==> src/rtl/axi4_wr_arbiter_2to1.sv <==
// axi4_wr_arbiter_2to1: round-robin arbiter of two AXI4 write masters onto one slave write path
module axi4_wr_arbiter_2to1 #(
  parameter int ADDR_W = 32,
  parameter int DATA_W = 32,
  parameter int ID_W   = 4
) (
  input  logic                    ACLK,
  input  logic                    ARESETn,
  input  logic [1:0]              S_AWVALID,
  output logic [1:0]              S_AWREADY,
  input  logic [2*ADDR_W-1:0]     S_AWADDR,
  input  logic [15:0]             S_AWLEN,
  input  logic [5:0]              S_AWSIZE,
  input  logic [3:0]              S_AWBURST,
  input  logic [2*ID_W-1:0]       S_AWID,
  input  logic [1:0]              S_WVALID,
  output logic [1:0]              S_WREADY,
  input  logic [2*DATA_W-1:0]     S_WDATA,
  input  logic [2*DATA_W/8-1:0]   S_WSTRB,
  input  logic [1:0]              S_WLAST,
  output logic [1:0]              S_BVALID,
  input  logic [1:0]              S_BREADY,
  output logic [3:0]              S_BRESP,
  output logic [2*ID_W-1:0]       S_BID,
  output logic                    M_AWVALID,
  output logic [ADDR_W-1:0]       M_AWADDR,
  output logic [7:0]              M_AWLEN,
  output logic [2:0]              M_AWSIZE,
  output logic [1:0]              M_AWBURST,
  output logic [ID_W-1:0]         M_AWID,
  input  logic                    M_AWREADY,
  output logic                    M_WVALID,
  output logic [DATA_W-1:0]       M_WDATA,
  output logic [DATA_W/8-1:0]     M_WSTRB,
  output logic                    M_WLAST,
  input  logic                    M_WREADY,
  input  logic                    M_BVALID,
  input  logic [1:0]              M_BRESP,
  input  logic [ID_W-1:0]         M_BID,
  output logic                    M_BREADY,
  output logic [1:0]              GRANT,
  output logic                    PROTO_ERR
);
  localparam int STRB_W = DATA_W / 8;

  typedef enum logic [1:0] {IDLE, ADDR, DATA, RESP} state_t;

  state_t      state, state_nxt;
  logic [1:0]  grant_nxt;
  logic        g, pick, rr_ptr, rr_seen;
  logic        in_addr, in_data, in_resp;
  logic        aw_hs, w_hs, b_hs, beat_mism;
  logic [7:0]  awlen_q;
  logic [8:0]  beat_cnt;
  logic        mism_q;
  logic [1:0]  b_resp;

  assign g       = GRANT[1];
  assign in_addr = state == ADDR;
  assign in_data = state == DATA;
  assign in_resp = state == RESP;
  assign aw_hs   = in_addr && M_AWVALID && M_AWREADY;
  assign w_hs    = in_data && M_WVALID && M_WREADY;
  assign b_hs    = in_resp && M_BVALID && M_BREADY;

  // On contention favour the requester that was not served last; requester 0 until a burst completes
  assign pick = (&S_AWVALID) ? (rr_seen && !rr_ptr) : S_AWVALID[1];

  // A beat is wrong when WLAST disagrees with whether this beat closes the declared length
  assign beat_mism = M_WLAST != (beat_cnt == {1'b0, awlen_q});

  // A mismatched burst turns an OKAY response into SLVERR; other responses pass untouched
  assign b_resp = (mism_q && M_BRESP == 2'b00) ? 2'b10 : M_BRESP;

  // Next-state and grant selection for the single outstanding burst
  always_comb begin
    state_nxt = state;
    grant_nxt = GRANT;
    case (state)
      IDLE: if (|S_AWVALID) begin
        state_nxt = ADDR;
        grant_nxt = pick ? 2'b10 : 2'b01;
      end
      ADDR: if (aw_hs) state_nxt = DATA;
      DATA: if (w_hs && M_WLAST) state_nxt = RESP;
      RESP: if (b_hs) begin
        state_nxt = IDLE;
        grant_nxt = 2'b00;
      end
      default: begin
        state_nxt = IDLE;
        grant_nxt = 2'b00;
      end
    endcase
  end

  // State and owner registers
  always_ff @(posedge ACLK or negedge ARESETn) begin
    if (!ARESETn) begin
      state <= IDLE;
      GRANT <= 2'b00;
    end else begin
      state <= state_nxt;
      GRANT <= grant_nxt;
    end
  end

  // Remember who was served last once a response has been returned
  always_ff @(posedge ACLK or negedge ARESETn) begin
    if (!ARESETn) begin
      rr_ptr  <= 1'b0;
      rr_seen <= 1'b0;
    end else if (b_hs) begin
      rr_ptr  <= g;
      rr_seen <= 1'b1;
    end
  end

  // Per-burst length tracking and WLAST consistency flags
  always_ff @(posedge ACLK or negedge ARESETn) begin
    if (!ARESETn) begin
      awlen_q   <= 8'd0;
      beat_cnt  <= 9'd0;
      mism_q    <= 1'b0;
      PROTO_ERR <= 1'b0;
    end else begin
      if (aw_hs) begin
        awlen_q  <= M_AWLEN;
        beat_cnt <= 9'd0;
        mism_q   <= 1'b0;
      end
      if (w_hs) begin
        beat_cnt <= beat_cnt + 9'd1;
        if (beat_mism) begin
          mism_q    <= 1'b1;
          PROTO_ERR <= 1'b1;
        end
      end
    end
  end

  assign M_AWVALID = in_addr && S_AWVALID[g];
  assign M_AWADDR  = in_addr ? S_AWADDR[g*ADDR_W +: ADDR_W] : '0;
  assign M_AWLEN   = in_addr ? S_AWLEN[g*8 +: 8] : '0;
  assign M_AWSIZE  = in_addr ? S_AWSIZE[g*3 +: 3] : '0;
  assign M_AWBURST = in_addr ? S_AWBURST[g*2 +: 2] : '0;
  assign M_AWID    = in_addr ? S_AWID[g*ID_W +: ID_W] : '0;
  assign S_AWREADY = {2{in_addr && M_AWREADY}} & GRANT;

  assign M_WVALID  = in_data && S_WVALID[g];
  assign M_WDATA   = in_data ? S_WDATA[g*DATA_W +: DATA_W] : '0;
  assign M_WSTRB   = in_data ? S_WSTRB[g*STRB_W +: STRB_W] : '0;
  assign M_WLAST   = in_data && S_WLAST[g];
  assign S_WREADY  = {2{in_data && M_WREADY}} & GRANT;

  assign M_BREADY  = in_resp && S_BREADY[g];
  assign S_BVALID  = {2{in_resp && M_BVALID}} & GRANT;
  assign S_BRESP   = in_resp ? (g ? {b_resp, 2'b00} : {2'b00, b_resp}) : '0;
  assign S_BID     = in_resp ? (g ? {M_BID, {ID_W{1'b0}}} : {{ID_W{1'b0}}, M_BID}) : '0;
endmodule

==> config.mk <==
export PLATFORM = sky130hd
export DESIGN_NAME = axi4_wr_arbiter_2to1
export DESIGN_NICKNAME = d
export VERILOG_FILES = /design/src/rtl/axi4_wr_arbiter_2to1.sv
export SDC_FILE = /design/constraint.sdc
export NUM_CORES = 1
export LEC_CHECK = 0
export ABC_AREA = 0
export CAP_MARGIN = 0
export CORE_AREA = 5 5 112 114
export CTS_CLUSTER_SIZE = 28
export DETAILED_ROUTE_END_ITERATION = 12
export DIE_AREA = 0 0 117 119
export GPL_TIMING_DRIVEN = 0
export PLACE_DENSITY_LB_ADDON = 0.08
export SLEW_MARGIN = 20
export SYNTH_ARGS = -nofsm -noshare
export SYNTH_HDL_FRONTEND = slang
export SYNTH_SLANG_ARGS = --single-unit
==> constraint.sdc <==
create_clock -name ACLK -period 2.2 [get_ports ACLK]
set_input_delay 0.44 -clock ACLK [delete_from_list [all_inputs] [get_ports ACLK]]
set_output_delay 0.44 -clock ACLK [all_outputs]
set_load 0.01 [all_outputs]
==> results.py <==
metrics = {
    "synthesis": {
        "yosys.area.top_type_share_pct": 30.7,
        "yosys.area.top_type": "mux2i_1",
        "ys_ff_latch": 25,
        "synth.avg_cell_area_sq_um": 8.24,
        "synth_cell_types": 35,
        "synthTopCellsByArea": "mux2i_1 31%, dfrtp_1 21%, nor2b_1 19%, nand2_1 4.2%, xnor2_1 2.7%",
        "netlist_area_sq_um": 2970,
        "ys_warn_count": 0,
        "syn_inst": 360,
        "synth-seq-area-share_pct": 21.1,
        "syn_nets": 554,
    },
    "sta": {
        "period_share_pct": 97.4,
        "worstMarginPinSlew_ns": 0.597,
        "max_freq_mhz": 467,
        "max-slew-margin-rel_pct": 60.0,
        "fin_tns_setup_ns": 0,
        "setup_viol": 0,
        "rsz0062_at_grt": "true",
        "slew_violations": 0,
        "hold_violations": 0,
        "finalClockSkew_ns": 0.00676,
        "period_minus_slack_ns": 2.14,
    },
    "clocking": {
        "cts.path.max_buffers": 2,
        "clkSlewWorstSetupHoldPaths_ns": 0.07,
        "cts_tree": "built",
        "clock_latency_ns": 0.26,
        "h-tree-depth": 1,
        "cts-root-buf": "clkbuf_16",
        "cts.sinks": 25,
        "cts_inserted_buffers": 3,
    },
    "worst_setup_path": {
        "critical_path_class": "primary input to output pin",
        "ff2ff_path_depth": 6,
        "regToRegEndpoint": "state[1]$_DFFE_PN0P_",
        "ff2ff_setup_slack_ns": 0.20,
        "r2r-start": "GRANT[1]$_DFFE_PN0P_",
        "startpoint_type": "primary input",
        "worst-path-max-fanout": 5,
        "crit_required_ns": 1.76,
        "setup.worst_path.end_class": "output pin",
        "arrival_ns": 1.70,
    },
    "min_path": {
        "min_path_type": "primary input to asynchronous set/reset pin",
    },
    "global_route": {
        "grt-ovfl-total": 0,
        "grt_max_degree": 26,
        "gr-usage-all-layers_pct": 20.0,
        "antenna_found_initial": 0,
        "grt_pass1_vias": 3869,
        "grt_first_pass_wirelength_microns": 21700,
    },
    "drt": {
        "routed_wl_microns": 15000,
        "via_per_inst": 4.63,
        "dr.pass1.iters": 6,
        "postRouteAntennaNets": 0,
        "dr.first_iter.drc_count": 124,
        "drc": 0,
        "wire_per_inst_microns": 18.4,
        "vias": 3779,
    },
    "pwr": {
        "p_int_mw": 3.42,
        "ir_drop_mv": 0.433,
        "seqPwrFrac_pct": 11.9,
        "sw_frac_of_total_pct": 41.6,
        "power.density_nw_per_um2": 911,
        "switchingPower_mw": 2.44,
        "power_frac_comb_pct": 81.0,
        "p_leak_nw": 3.10,
        "power_frac_clock_pct": 7.0,
    },
    "die": {
        "ios": 299,
        "die-area_sq_um": 13900,
        "die_height_microns": 119,
        "core_area_sq_um": 11300,
        "row_count": 39,
        "initial_utilization_pct": 26.2,
        "die_width_microns": 117,
    },
    "layout": {
        "drive_above_1_share_pct": 10.4,
        "area_delta_synth_final_pct": 117,
        "layout_common_cells": "190 x clkdlybuf4s50_1, 96 x dlygate4sd2_1, 90 x mux2i_1",
        "final_common_cell": "clkdlybuf4s50_1",
        "n_antenna_cell": 0,
        "fin_nets": 869,
        "design_area_sq_um": 6430,
    },
    "place": {
        "post-dp-hpwl_microns": 13000,
        "placed_cell_area_sq_um": 6130,
        "io_buffers": 298,
        "gp_congestion": 0.792,
    },
    "flow_run": {
        "cap_violations": 0,
    },
    "outcome": {
        "status": "finished clean",
    },
}
power groups by stage:
| stage | logic, mW | registers (mW) | clock network (mW) |
|---|---|---|---|
| floorplan | 2.42 | 0.682 | 0 |
| global placement | 4.56 | 0.696 | 0 |
| detailed placement | 4.61 | 0.703 | 0 |
| CTS | 4.62 | 0.700 | 0.419 |
| global route | 5.12 | 0.718 | 0.442 |
| finish | 4.75 | 0.699 | 0.412 |
cells by family (layout without fill, tap and decap cells):
| family | count (synthesis) | count (layout) | share of synthesized area [%] |
|---|---|---|---|
| and+or+nand+nor | 169 | 169 | 31.9 |
| muxes | 96 | 96 | 32.6 |
| buffers and inverters | 30 | 344 | 4.05 |
| AOI/OAI and AO/OA | 26 | 26 | 5.61 |
| DFF | 25 | 25 | 21.1 |
| xor gates and xnor gates | 9 | 9 | 2.66 |
| adders and majority gates | 5 | 5 | 2.11 |
registers in the layout, indices dropped and copies added (netlist names):
register / count
state: 2
beat_cnt: 9
awlen_q: 8
mism_q: 1
rr_ptr: 1
rr_seen: 1
PROTO_ERR: 1
GRANT: 2
timing repair:
action,CTS,global route
hold buffers,0,0
cloned,0,1
pin swaps,0,0
endpoints found under the setup margin,108,32
resized for setup,194,15
setup buffers,5,7
how the worst max path moves through the flow:
stage / startpoint / end / slack, ns / depth (start not counted)
4_1_cts: state[1]$_DFFE_PN0P_ / M_AWLEN[2] / -0.005 / 6
3_5_place_dp: GRANT[1]$_DFFE_PN0P_ / S_BRESP[3] / -0.75 / 6
6_report: S_AWVALID[1] / M_AWVALID / 0.06 / 4
3_3_place_gp: GRANT[1]$_DFFE_PN0P_ / S_BRESP[3] / -0.72 / 6
5_1_grt: state[0]$_DFFE_PN0P_ / M_AWLEN[6] / -0.004 / 6
2_1_floorplan: GRANT[1]$_DFFE_PN0P_ / S_BRESP[3] / 0.22 / 5
cells in the mapped netlist (all sizes together):
cell type	count
nor3	3
a311oi	1
a211o	1
mux2i	91
inv	4
nand4b	1
o21ai	10
o31a	1
nor4	1
buf	7
nand3	6
and3b	1
ha	5
a221o	1
a22o	2
nor2b	91
and3	11
nor2	9
or4	1
and2	8
xnor2	9
mux2	5
o211ai	1
a2bb2oi	1
a31oi	2
dfrtp	25
nand4	3
nand2	33
clkbuf	19
a32oi	1
a21oi	5
nand2b	1
metrics by stage:
stage                     std cells  total power, mW  util, %  hold slack (ns)  setup WS, ns
after floorplan                 360             3.10        -            0.144         0.223
after global placement          801             5.26     54.1            0.440        -0.722
after detailed placement        801             5.31     54.1            0.446        -0.751
after CTS                       809             5.74     56.0            0.461      -0.00471
after global routing            817             6.28     56.8            0.209      -0.00398
final                           817             5.86     56.8            0.165        0.0565
final cells by class:
type | count | area (sq um)
fill | 1099 | 4890
timing repair buffer | 311 | 2970
sequential | 25 | 628
tap | 143 | 179
buffer | 25 | 246
inverter | 4 | 15.0
clock inverter | 1 | 7.51
clock buffer | 3 | 75.1
multi-input combinational | 305 | 2310
critical path, stage by stage:
cell             delay, ns
clkdlybuf4s50_1       0.48
mux2_4                0.32
and2_1                0.16
dlygate4sd2_1         0.29
metal layers:
metal / vias to the layer above / wire length [microns] / global-route usage, %
met3: 8 / 1550 / 5.88
met4: 0 / 139 / 3.23
met5: - / 0 / 0
met2: 194 / 7970 / 38.3
met1: 1713 / 5350 / 21.6
li1: 1864 / - / -
Note: power is estimated with default switching activity, not from simulation.
